### src/rtl/eea_ctrl.sv
// Sequencer for the a*x + b*y shift-and-add datapath: load, accumulate over
// the bits of a (X phase), then over the bits of b (Y phase), then report done.
module eea_ctrl #(
  parameter int unsigned WIDTH     = 8,
  parameter bit          SKIP_ZERO = 1'b0
) (
  input  logic             clk,
  input  logic             reset,
  input  logic             start,
  input  logic [WIDTH-1:0] a,
  input  logic [WIDTH-1:0] b,
  output logic             ready,
  output logic             done,
  output logic             plx,
  output logic             ply,
  output logic             shiftx,
  output logic             shifty,
  output logic             sel,
  output logic             incxy,
  output logic             plrez,
  output logic             clrrez,
  output logic [4:0]       status
);

  localparam int unsigned CW = (WIDTH > 1) ? $clog2(WIDTH) : 1;

  typedef enum logic [2:0] {
    S_IDLE,
    S_LOAD,
    S_ADD_X,
    S_ADD_Y,
    S_DONE
  } state_t;

  state_t           state, state_d;
  logic [CW-1:0]    cnt, cnt_d;
  logic [WIDTH-1:0] a_q, a_d, b_q, b_d;
  logic             last_x, last_y;

  // State, iteration counter and captured operands
  always_ff @(posedge clk or posedge reset) begin
    if (reset) begin
      state <= S_IDLE;
      cnt   <= '0;
      a_q   <= '0;
      b_q   <= '0;
    end else begin
      state <= state_d;
      cnt   <= cnt_d;
      a_q   <= a_d;
      b_q   <= b_d;
    end
  end

  // Phase end: last bit reached, or (optionally) no set bits remain above cnt
  always_comb begin
    last_x = (cnt == CW'(WIDTH - 1));
    last_y = last_x;
    if (SKIP_ZERO) begin
      last_x = last_x || ((a_q >> (32'(cnt) + 32'd1)) == '0);
      last_y = last_y || ((b_q >> (32'(cnt) + 32'd1)) == '0);
    end
  end

  // Next state and strobe decode
  always_comb begin
    state_d = state;
    cnt_d   = cnt;
    a_d     = a_q;
    b_d     = b_q;
    ready   = 1'b0;
    done    = 1'b0;
    plx     = 1'b0;
    ply     = 1'b0;
    shiftx  = 1'b0;
    shifty  = 1'b0;
    sel     = 1'b0;
    incxy   = 1'b0;
    plrez   = 1'b0;
    clrrez  = 1'b0;
    status  = 5'b00001;

    case (state)
      S_IDLE: begin
        ready  = 1'b1;
        status = 5'b00001;
        if (start) begin
          a_d     = a;
          b_d     = b;
          state_d = S_LOAD;
        end
      end
      S_LOAD: begin
        status  = 5'b00010;
        plx     = 1'b1;
        ply     = 1'b1;
        clrrez  = 1'b1;
        cnt_d   = '0;
        state_d = S_ADD_X;
      end
      S_ADD_X: begin
        status = 5'b00100;
        shiftx = 1'b1;
        incxy  = 1'b1;
        plrez  = a_q[cnt];
        if (last_x) begin
          cnt_d   = '0;
          state_d = S_ADD_Y;
        end else begin
          cnt_d = cnt + CW'(1);
        end
      end
      S_ADD_Y: begin
        status = 5'b01000;
        sel    = 1'b1;
        shifty = 1'b1;
        incxy  = 1'b1;
        plrez  = b_q[cnt];
        if (last_y) begin
          cnt_d   = '0;
          state_d = S_DONE;
        end else begin
          cnt_d = cnt + CW'(1);
        end
      end
      S_DONE: begin
        status  = 5'b10000;
        done    = 1'b1;
        state_d = S_IDLE;
      end
      default: begin
        state_d = S_IDLE;
        cnt_d   = '0;
      end
    endcase
  end

endmodule

### config.mk
export PLATFORM = sky130hd
export DESIGN_NAME = eea_ctrl
export DESIGN_NICKNAME = d
export VERILOG_FILES = /design/src/rtl/eea_ctrl.sv
export SDC_FILE = /design/constraint.sdc
export NUM_CORES = 1
export LEC_CHECK = 0
export CAP_MARGIN = 40
export CORE_MARGIN = 10
export CORE_UTILIZATION = 46
export DETAILED_ROUTE_END_ITERATION = 10
export HOLD_SLACK_MARGIN = 0.08
export PLACE_DENSITY = 0.78
export SYNTH_ARGS = -nofsm -noshare
export SYNTH_HDL_FRONTEND = slang
export SYNTH_SLANG_ARGS = --single-unit
### constraint.sdc
create_clock -name clk -period 1.8 [get_ports clk]
set_input_delay 0.27 -clock clk [delete_from_list [all_inputs] [get_ports clk]]
set_output_delay 0.27 -clock clk [all_outputs]
set_load 0.05 [all_outputs]
==> results of run 1 <==
## routing by layer
| layer | GRT usage | wire (um) |
|---|---|---|
| met3 | 0.0456 | 146 |
| met1 | 0.121 | 1080 |
| met2 | 0.196 | 1510 |
| met5 | 0 | 0 |
| met4 | 0.0266 | 27 |
## layout make-up
class                   count  area (sq um)
multi-input cells          48           586
repair buffers             48           597
well taps                  28          35.0
inverters                   1          3.75
flip-flops and latches     22           553
fillers                   144           479
clock buffers               3          22.5
## layout by cell type, fill, tap and decap left out
| master | n |
|---|---|
| buf_4 | 14 |
| buf_6 | 1 |
| mux2_2 | 8 |
| nor3_4 | 1 |
| mux2_4 | 10 |
| dfrtp_2 | 2 |
| dfrtp_1 | 20 |
| buf_12 | 15 |
| nor2_4 | 1 |
| a22o_1 | 2 |
| inv_1 | 1 |
| and3_1 | 2 |
| nor2_1 | 2 |
| nor3b_4 | 1 |
| clkbuf_4 | 3 |
| mux4_1 | 2 |
| xor2_2 | 1 |
| ha_1 | 2 |
| o22a_1 | 1 |
| clkdlybuf4s50_1 | 18 |
| nor3_1 | 1 |
| nand2_1 | 1 |
| nor2b_4 | 2 |
| and2_1 | 3 |
| mux4_2 | 2 |
| and2_2 | 1 |
| nor2b_2 | 1 |
| a22o_2 | 2 |
| nor3b_2 | 1 |
| mux2i_1 | 1 |
## flip-flops by register name, summed over array words and instances, names as in the netlist
register / cells
a_q: 8
b_q: 8
cnt: 3
state: 3
## cells in the mapped netlist (all sizes together)
library cell and number:
o22a 1, mux4 4, nor2b 3, nor3b 2, inv 1, mux2 18
and3 2, nor3 2, buf 9, nand2 1, clkbuf 2, dfrtp 22
mux2i 1, xor2 1, a22o 4, and2 4, ha 2, nor2 3
## worst max path at each step
stage / start / endpoint / slack, ns
floorplan: state[2]$_DFFE_PP0P_ / plrez / -0.19
global placement: cnt[1]$_DFFE_PP0N_ / plrez / -0.15
detailed placement: cnt[1]$_DFFE_PP0N_ / plrez / -0.20
CTS: cnt[1]$_DFFE_PP0N_ / plrez / -0.45
global route: cnt[1]$_DFFE_PP0N_ / plrez / -0.50
finish: cnt[1]$_DFFE_PP0N_ / plrez / -0.44
## through the flow
step                      cell area [sq um]  utilization  power (uW)  setup slack, ns  hold WS, ns
after CTS                              1780        0.781        3220           -0.454        0.281
after floorplan                        1220            -        2170           -0.192        0.259
after global routing                   1800        0.789        3380           -0.497        0.289
after global placement                 1750        0.767        2870           -0.150        0.496
after detailed placement               1750        0.767        2940           -0.202        0.493
final                                  1800        0.789        3220           -0.437        0.278
## power breakdown
group          internal, uW  switching, uW
Combinational          1160            880
Clock                  78.4            140
Sequential              733            224
Total                  1970           1240
## critical path, delay by kind of cell, from the launching register on
kind                   cells  cell delay (ns)
muxes                      2             0.84
DFF                        1             0.44
AOI/OAI and AO/OA          1             0.22
buffers and inverters      1             0.15
## cells by family after synthesis
logic type                 synth area share
and+or+nand+nor                      0.0902
buffers and inverters                0.0668
AOI/OAI and AO/OA                    0.0401
xor gates and xnor gates            0.00780
adders and majority gates            0.0223
muxes                                 0.283
DFF                                   0.490
## timing repair
item	4_1_cts	5_1_grt
endpoints found under the setup margin	6	11
endpoints found under the hold margin	0	0
pin swaps	1	1
resized for setup	7	3
setup buffers	0	1
==> impl_metrics.yaml, run 1 <==
critical_path:
  critPathMaxFanout: 5
  r2r_cells: 4
  r2r-start: "state[0]$_DFFE_PP0P_"
  critPathCaptureType: "output port"
  cp-start-kind: "flip-flop"
  worst_path_max_delay_cell: "mux4_1"
  reg2reg_to: "a_q[1]$_DFFE_PP0P_"
  path_cells: "mux4_1, mux2_2, a22o_2, buf_6"
  crit_type: "flip-flop to output port"
  r2r_slack_ns: 0.19
  required_ns: 1.53
  worstPathArrival_ns: 1.97
  critPathMaxStageDelay_ns: 0.57
sta:
  final_max_slew_viol_count: 0
  finClkSkew_ns: 0.00780
  finalSetupViolCount: 1
  rsz0062_at_grt: "true"
  tns_ns: -0.437
  period_share: 1.24
  setup_slack_ns: -0.437
  tightest_slew_ns: 0.320
  relSlewSlack: 0.787
  period_minus_slack_ns: 2.24
  clock.fmax_mhz: 447
  hold_viol: 0
synthesis:
  synth_cells: 82
  ys_types: 22
  avgSynthCellArea_sq_um: 13.7
  yosysSeqAreaShare: 0.490
  synth-seq-cells: 22
  yosysTopAreaCellShare: 0.490
  yosys-top-cells-area: "dfrtp_1 49%, mux2_2 18%, mux4_1 9.4%, buf_4 3.3%, a22o_1 2.3%"
  synth.cell_area_sq_um: 1120
  syn_nets: 103
  yosys_warnings: 0
  synth_top_cell_by_area: "dfrtp_1"
finish:
  syn2layout_area_growth_pct: 59.9
  drive_above_1_share: 0.541
  fin_nets: 145
  diodes: 0
  final_cells: 150
routing:
  dr.first_iter.drc_count: 23
  wire_per_inst_um: 18.4
  first_pass_iters: 4
  antenna_left: 0
  drc: 0
  via_count: 813
  finalWirelength_mm: 2.76
  viasPerCell: 5.42
placed_design:
  dp.cells: 146
  port_buffers: 33
  gp_congestion: 0.755
  place_hpwl_mm: 2.19
floorplanning:
  die_h_um: 69.4
  io_pins: 34
  rows: 17
  die_w_um: 69.4
  dieArea_sq_um: 4820
  core_area_sq_um: 2280
  initial_core_util: 0.494
power:
  p_leak_uw: 0.000818
  ir_drop_v: 0.00137
  powerDensity_nw_per_um2: 1790
global_route:
  grt_pass1_wl_mm: 4.47
  antenna_found_initial: 0
  grtUsageTotal: 0.112
  first_global_vias: 872
  grt_remaining_overflow: 0
  grt_max_degree: 23
run:
  max_cap_violations: 0
clock_network:
  cts-root-buf: "clkbuf_4"
  cts_max_level: 1
  clk_latency_ns: 0.31
  cts.sinks: 22
  cts_hold_buf: 0
  clk_path_buf_depth: 2
  path_clk_slew_ns: 0.11
  cts_tree: "done"
  cts_buffers: 3
status:
  violations: "setup timing"
  status: "finished with violations"
min_path:
  hp-class: "input pin to async pin"
Power figures use the tool's default switching activity.
==> run 2, diff against run 1 <==
--- a/config.mk
+++ b/config.mk
@@ -9,6 +9,7 @@
 export CORE_MARGIN = 10
 export CORE_UTILIZATION = 46
 export DETAILED_ROUTE_END_ITERATION = 10
+export GPL_ROUTABILITY_DRIVEN = 1
 export HOLD_SLACK_MARGIN = 0.08
 export PLACE_DENSITY = 0.78
 export SYNTH_ARGS = -nofsm -noshare
==> results of run 2 <==
No change in the layout: final DEF, timing and power equal those of run 1.
==> run 3, diff against run 2 <==
--- a/config.mk
+++ b/config.mk
@@ -6,12 +6,12 @@
 export NUM_CORES = 1
 export LEC_CHECK = 0
 export CAP_MARGIN = 40
-export CORE_MARGIN = 10
-export CORE_UTILIZATION = 46
+export CORE_MARGIN = 8
+export CORE_UTILIZATION = 30
 export DETAILED_ROUTE_END_ITERATION = 10
 export GPL_ROUTABILITY_DRIVEN = 1
 export HOLD_SLACK_MARGIN = 0.08
-export PLACE_DENSITY = 0.78
+export PLACE_DENSITY = 0.54
 export SYNTH_ARGS = -nofsm -noshare
 export SYNTH_HDL_FRONTEND = slang
 export SYNTH_SLANG_ARGS = --single-unit
==> impl_metrics.yaml, run 3 (same netlist as run 1, synthesis figures left out) <==
routing:
  dr.first_iter.drc_count: 11
  first_pass_iters: 4
  finalWirelength_mm: 2.38
  drc: 0
  wire_per_inst_um: 14.1
  antenna_left: 0
  via_count: 775
  viasPerCell: 4.59
sta:
  rsz0062_at_grt: "true"
  period_minus_slack_ns: 2.20
  hold_viol: 0
  relSlewSlack: 0.753
  finalSetupViolCount: 1
  final_max_slew_viol_count: 0
  period_share: 1.22
  tns_ns: -0.398
  clock.fmax_mhz: 455
  tightest_slew_ns: 0.369
  finClkSkew_ns: 0.00436
  whs_ns: 0.343
  setup_slack_ns: -0.398
global_route:
  grt_remaining_overflow: 0
  grt_pass1_wl_mm: 4.28
  first_global_vias: 900
  antenna_found_initial: 0
  grtUsageTotal: 0.0854
  grt_max_degree: 23
clock_network:
  cts-root-buf: "clkbuf_8"
  cts.sinks: 22
  cts_hold_buf: 0
  clk_latency_ns: 0.26
  clk_path_buf_depth: 2
  path_clk_slew_ns: 0.08
  post_cts_buffers: 0
  cts_buffers: 3
  cts_max_level: 1
  cts_tree: "done"
floorplanning:
  rows: 22
  die_w_um: 77.2
  die_h_um: 77.2
  io_pins: 34
  initial_core_util: 0.309
  core_area_sq_um: 3630
  dieArea_sq_um: 5960
run:
  max_cap_violations: 0
finish:
  syn2layout_area_growth_pct: 62.6
  diodes: 0
  multi_input_area_sq_um: 569
  reg.largest.list: "a_q (8), b_q (8)"
  layout_common_cells: "20 x dfrtp_1, 18 x clkdlybuf4s50_1, 15 x buf_12, 12 x buf_4, 11 x mux2_4"
  fillers: 332
  drive_above_1_share: 0.537
  register_area_sq_um: 553
  layout_commonest_cell: "dfrtp_1"
  fin_nets: 143
placed_design:
  gp_congestion: 0.688
  place_hpwl_mm: 1.89
  port_buffers: 33
critical_path:
  cp-start-kind: "flip-flop"
  critPathMaxFanout: 6
  required_ns: 1.53
  r2r_cells: 4
  crit_type: "flip-flop to output port"
  worstPathArrival_ns: 1.93
  critPathCaptureType: "output port"
power:
  powerDensity_nw_per_um2: 1840
  ir_drop_v: 0.000648
  p_leak_uw: 0.000815
status:
  status: "finished with violations"
  violations: "setup timing"
min_path:
  hp-class: "input pin to async pin"
==> run 3: path summary, 6_finish.rpt <==
| path | startpoint | endpoint | slack [ns] |
|---|---|---|---|
| worst max-delay path | cnt[1]$_DFFE_PP0N_ | plrez | -0.40 |
| worst min-delay path | reset | b_q[0]$_DFFE_PP0P_ | 0.34 |
| worst max register to register | state[0]$_DFFE_PP0P_ | a_q[1]$_DFFE_PP0P_ | 0.26 |
| worst min register to register | a_q[4]$_DFFE_PP0P_ | a_q[4]$_DFFE_PP0P_ | 0.52 |
| max in group asynchronous | reset | state[0]$_DFFE_PP0P_ | 1.21 |
| min in group clk | a_q[4]$_DFFE_PP0P_ | a_q[4]$_DFFE_PP0P_ | 0.52 |
==> run 3: repair_timing <==
item | in CTS | in global routing
setup endpoints to repair | 4 | 5
gates resized for setup | 10 | 1
pin swaps | 1 | 0
==> run 3: critical path: stages, from the launching register on <==
cell     delay (ns)
dfrtp_2        0.46
mux4_2         0.52
mux2_4         0.29
a22o_4         0.25
buf_8          0.15
==> run 3: through the flow <==
step / power (uW) / area (sq um) / std cells / util / worst slack, ns
after floorplan: 2170 / 1220 / 82 / - / -0.192
after global routing: 3550 / 1830 / 169 / 0.503 / -0.467
after detailed placement: 2890 / 1760 / 165 / 0.485 / -0.239
after CTS: 3390 / 1820 / 169 / 0.502 / -0.410
after global placement: 2860 / 1760 / 165 / 0.485 / -0.187
final: 3360 / 1830 / 169 / 0.503 / -0.398
==> run 3: power breakdown <==
part           leakage, uW  internal [uW]  switching, uW
clock            0.0000288            195            158
combinational     0.000524           1200            858
sequential        0.000263            735            216
==> run 3: metal layers <==
layer / global-route usage / vias to the layer above / share of wire
li1: - / 366 / -
met1: 0.106 / 384 / 0.47
met2: 0.136 / 23 / 0.47
met3: 0.0280 / 2 / 0.056
met4: 0.0283 / 0 / 0.0059
met5: 0 / - / 0
==> run 3: area by class of cell <==
class,count,area share
Clock buffer,4,0.0301
Sequential cell,22,0.303
Inverter,1,0.00205
Multi-Input combinational cell,48,0.312
Timing Repair Buffer,46,0.321
Tap cell,48,0.0329
